$ cat src/rtl/binary_encoder_pkg.sv
// Shared constants and helpers for the binary_encoder slice.
//   BENC_IN_W_DEF   : default binary input width
//   benc_out_w()    : one-hot output width for a given input width (2**in_w)
//   benc_is_onehot0 : true when at most one bit of vec is set
package binary_encoder_pkg;

  localparam int BENC_IN_W_DEF = 2;

  function automatic int benc_out_w(input int in_w);
    return 1 << in_w;
  endfunction

  // Clearing the lowest set bit leaves zero only for one-hot or all-zero input.
  // 64 bits covers the largest legal output (IN_W=6).
  function automatic logic benc_is_onehot0(input logic [63:0] vec);
    return (vec & (vec - 64'd1)) == 64'd0;
  endfunction

endpackage

$ cat src/rtl/binary_encoder_if.sv
// Decode request/result bundle for binary_encoder.
//   en, val          : decode enable and binary code (driven by master)
//   bcode, bcode_vld : registered one-hot result and its valid (driven by slave)
//   bcode_err        : sticky one-hot checker flag, only with BINARY_ENCODER_ONEHOT_CHK_EN
// IN_W must match the IN_W of the binary_encoder it is bound to.
interface binary_encoder_if
  import binary_encoder_pkg::*;
#(
  parameter int IN_W = BENC_IN_W_DEF,
  localparam int OUT_W = benc_out_w(IN_W)
);
  logic             en;
  logic [IN_W-1:0]  val;
  logic [OUT_W-1:0] bcode;
  logic             bcode_vld;
`ifdef BINARY_ENCODER_ONEHOT_CHK_EN
  logic             bcode_err;

  modport master (output en, val, input bcode, bcode_vld, bcode_err);
  modport slave  (input en, val, output bcode, bcode_vld, bcode_err);
`else
  modport master (output en, val, input bcode, bcode_vld);
  modport slave  (input en, val, output bcode, bcode_vld);
`endif
endinterface

$ cat src/rtl/binary_encoder_dec.sv
// Combinational IN_W -> 2**IN_W one-hot decode with enable gating.
//   en  : low forces dec to zero (val is ignored, even if X)
//   val : binary code
//   dec : one-hot (en=1) or zero (en=0)
module binary_encoder_dec
  import binary_encoder_pkg::*;
#(
  parameter int IN_W = BENC_IN_W_DEF,
  localparam int OUT_W = benc_out_w(IN_W)
) (
  input  logic             en,
  input  logic [IN_W-1:0]  val,
  output logic [OUT_W-1:0] dec
);
  for (genvar i = 0; i < OUT_W; i++) begin : g_bit
    assign dec[i] = en && (val == IN_W'(i));
  end
endmodule

$ cat src/rtl/binary_encoder.sv
// Registered N-to-2**N one-hot decoder with enable.
//   clk : rising-edge clock
//   rst : asynchronous active-high reset (clears bcode, bcode_vld, bcode_err)
//   bus : binary_encoder_if.slave -- en/val in, bcode/bcode_vld out
// Outputs update one clk after en/val are sampled; no combinational path.
// Optional macro BINARY_ENCODER_ONEHOT_CHK_EN adds bus.bcode_err, a sticky flag
// raised one cycle after the output register is seen not one-hot-or-zero or
// disagreeing with bcode_vld (upset/corruption detection).
module binary_encoder
  import binary_encoder_pkg::*;
#(
  parameter int IN_W = BENC_IN_W_DEF,
  localparam int OUT_W = benc_out_w(IN_W)
) (
  input  logic clk,
  input  logic rst,
  binary_encoder_if.slave bus
);
  logic [OUT_W-1:0] dec;
  logic [OUT_W-1:0] bcode_q;
  logic             vld_q;

  binary_encoder_dec #(.IN_W(IN_W)) u_dec (
    .en  (bus.en),
    .val (bus.val),
    .dec (dec)
  );

  always_ff @(posedge clk or posedge rst) begin
    if (rst) begin
      bcode_q <= '0;
      vld_q   <= 1'b0;
    end else begin
      bcode_q <= dec;
      vld_q   <= bus.en;
    end
  end

  assign bus.bcode     = bcode_q;
  assign bus.bcode_vld = vld_q;

`ifdef BINARY_ENCODER_ONEHOT_CHK_EN
  logic err_q;

  // Checks the register contents, not dec, so upsets in the flops are caught.
  always_ff @(posedge clk or posedge rst) begin
    if (rst) begin
      err_q <= 1'b0;
    end else if (!benc_is_onehot0(64'(bcode_q)) || (vld_q != (|bcode_q))) begin
      err_q <= 1'b1;
    end
  end

  assign bus.bcode_err = err_q;
`endif
endmodule

$ cat src/flat_wrapper.sv
// flat-port wrapper written by rule: the top's interface ports become plain ports
module binary_encoder_flat import binary_encoder_pkg::*;
#(
  parameter int IN_W = BENC_IN_W_DEF,
  localparam int OUT_W = benc_out_w(IN_W)
)
  (clk, rst, bus_en, bus_val, bus_bcode, bus_bcode_vld);
  binary_encoder_if #(.IN_W(IN_W)) bus_i ();
  input  logic clk;
  input  logic rst;
  input wire logic [$bits(bus_i.en)-1:0] bus_en;
  input wire logic [$bits(bus_i.val)-1:0] bus_val;
  output wire logic [$bits(bus_i.bcode)-1:0] bus_bcode;
  output wire logic [$bits(bus_i.bcode_vld)-1:0] bus_bcode_vld;
  assign bus_i.en = bus_en;
  assign bus_i.val = bus_val;
  assign bus_bcode = bus_i.bcode;
  assign bus_bcode_vld = bus_i.bcode_vld;
  binary_encoder #(.IN_W(IN_W)) u_core (.clk(clk), .rst(rst), .bus(bus_i));
endmodule
$ cat config.mk
export PLATFORM = sky130hd
export DESIGN_NAME = binary_encoder_flat
export DESIGN_NICKNAME = d
export VERILOG_FILES = /design/src/rtl/binary_encoder_pkg.sv /design/src/rtl/binary_encoder_if.sv /design/src/rtl/binary_encoder_dec.sv /design/src/rtl/binary_encoder.sv /design/src/flat_wrapper.sv
export SDC_FILE = /design/constraint.sdc
export NUM_CORES = 1
export LEC_CHECK = 0
export BUFFER_PORTS_ARGS = -buffer_cell sky130_fd_sc_hd__buf_4
export CAP_MARGIN = 40
export CORE_AREA = 3 3 40 42
export CTS_CLUSTER_SIZE = 14
export DETAILED_ROUTE_END_ITERATION = 12
export DIE_AREA = 0 0 43 45
export GPL_TIMING_DRIVEN = 0
export MAX_ROUTING_LAYER = met4
export SLEW_MARGIN = 15
export SYNTH_ARGS = -nofsm -noshare
export SYNTH_HDL_FRONTEND = slang
export SYNTH_SLANG_ARGS = --single-unit
$ cat constraint.sdc
create_clock -name clk -period 1.2 [get_ports clk]
set_input_delay 0.24 -clock clk [delete_from_list [all_inputs] [get_ports clk]]
set_output_delay 0.24 -clock clk [all_outputs]
set_load 0.02 [all_outputs]
==> flow_summary.yaml <==
run_status:
  status: "finished clean"
synthesis:
  synthMuxAreaShare_pct: 0
  synth_xor_area_share_pct: 0
  synthSimpleGateAreaFrac_pct: 22.6
  synth.yosys.seq_area_share_pct: 75.2
  synth.most_common_cell: "dfrtp_1"
  synth-edff-count: 0
  syn-num-nets: 15
  postSynthAreaPerCell_um2: 16.6
  synthesis.area_um2: 166
  synthFlopType: "dfrtp_1"
  synth_seq_cells: 5
  synthCells: 10
  synth_compound_area_share_pct: 0
  synth_area_leaders: "dfrtp_1 75%, and3b_1 11%, nor3b_2 7.5%"
  netlist.area_leader.share_pct: 75.2
  async_flop_share_pct: 100
  netlist_top_cells_count: "5 x dfrtp_1, 2 x and3b_1, 1 x and3_2, 1 x inv_1, 1 x nor3b_2"
  synth_top_family_by_area: "simple AND/OR/NAND/NOR gates"
  synthAdderAreaFrac_pct: 0
  synth_largest_area_cell: "dfrtp_1"
  synth_cell_types: 5
  yosys_warnings: 0
layout:
  n_antenna_cell: 0
  final_cell_area_um2: 289
  fin_nets: 30
  drive_above_1_share_pct: 58.3
  fin_util_pct: 22.5
  area_growth_pct: 73.7
floorplanning:
  fp.dieW_um: 43
  die_area_mm2: 0.00194
  start_util_pct: 13.0
  io_pins: 10
  row_count: 13
  die_y_um: 45
  core_mm2: 0.00128
placement:
  placed_area_um2: 253
  gp_congestion: 0.680
  port_buffers: 9
critical_path:
  cpPeakStageDelay_ps: 360
  cp-start-kind: "flop"
  cp.arrival_ps: 750
  path_max_fanout: 1
  criticalPathCategory: "flop to primary output"
  end_kind: "primary output"
  timing.critical_path.cells: "buf_4"
  cp.required_ps: 960
  path_buf_inv: 1
  critical-path-top-delay-family: "flip-flops"
  slowest_stage: "dfrtp_1"
worst_hold_path:
  hp-class: "input pin to flop"
flow_run:
  cap_violations: 0
grt:
  gr-total-overflow: 0
  grt_pass1_wl_um: 565
  grt_max_degree: 6
  grtUsageTotal_pct: 5.18
  first_global_vias: 159
  antenna_found_initial: 0
sta:
  setup_viol: 0
  fin_crit_sh_pct: 82.9
  rsz0062_at_grt: "no"
  maxClockFrequency_mhz: 1010
  fin_crit_ps: 995
  hold_violations: 0
  tightest_slew_ps: 170
  setup_tns_ps: 0
  slew_violations: 0
  slew_headroom_pct: 88.7
clock_tree:
  clock_path_buffers: 2
  hold_buffers: 1
  root_buffer: "clkbuf_4"
  numCtsBuffers: 3
  cts_resized: 0
  post_cts_buffers: 0
  clk_pin_slew_ps: 40
  cts_htree_levels: 1
  cts_tree: "built"
  cts.sinks: 5
power:
  powerDensity_mw_per_mm2: 1430
  ir_drop_mv: 0.269
  p_leak_nw: 0.158
  p_total_uw: 414
route:
  wl_met3_um: 79
  wl_met2_um: 152
  routed.top_layer: "met4"
  drc: 0
  wl_met1_um: 109
  routed_wl_um: 355
  wl_per_cell_um: 9.10
  drt-initial-drc-count: 0
  viasPerCell: 3.44
  first_pass_iters: 1
  routed-via-count: 134
  antenna_left: 0
## stage by stage
stage	instances	hold WS, ps	worst slack, ps
2_1_floorplan	10	18.5	544
3_3_place_gp	34	138	471
3_5_place_dp	34	145	459
4_1_cts	39	127	196
5_1_grt	39	138	191
6_report	39	137	205
## flip-flops by register name, indices dropped and copies added (netlist names)
| register | count |
|---|---|
| u_core.bus.bcode | 4 |
| u_core.bus.bcode_vld | 1 |
## cell usage in the layout (no fill, tap or decap)
cell type	instances
clkbuf_1	1
dlygate4sd3_1	1
and3b_1	2
nor3b_2	1
clkbuf_4	3
buf_4	9
dfrtp_1	5
inv_1	1
and3_2	1
## worst paths after layout
check	startpoint	slack, ps	depth (start not counted)	endpoint
max in group asynchronous	rst	590	3	u_core.bus.bcode[2]
min in group asynchronous	rst	450	3	u_core.bus.bcode[3]
min	bus_en	140	1	u_core.bus.bcode_vld
max	u_core.bus.bcode[3]	210	1	bus_bcode[3]
## routing by layer
| metal | vias to the layer above | GRT usage [%] |
|---|---|---|
| li1 | 60 | - |
| met1 | 60 | 2.95 |
| met2 | 12 | 6.59 |
| met3 | 2 | 4.38 |
| met4 | 0 | 9.04 |
| met5 | - | - |
## where the power goes
part / total [mW] / leakage (nW) / internal (mW) / switching [mW]
clock: 0.190 / 0.0150 / 0.125 / 0.0650
sequential: 0.178 / 0.0655 / 0.176 / 0.00199
combinational: 0.0452 / 0.0771 / 0.0235 / 0.0217
total: 0.414 / 0.158 / 0.325 / 0.0887
## final cells by class
cell class	instances	area, µm²
fillers	149	996
flip-flops and latches	5	125
repair buffers	10	77.6
multi-input cells	4	37.5
clock buffers	4	26.3
well taps	15	18.8
inverters	1	3.75
## cell families after synthesis
group / count (synthesis)
AND/OR/NAND/NOR: 4
flip-flops: 5
buffers and inverters: 1
No activity file was read; power rests on OpenSTA's default activity.
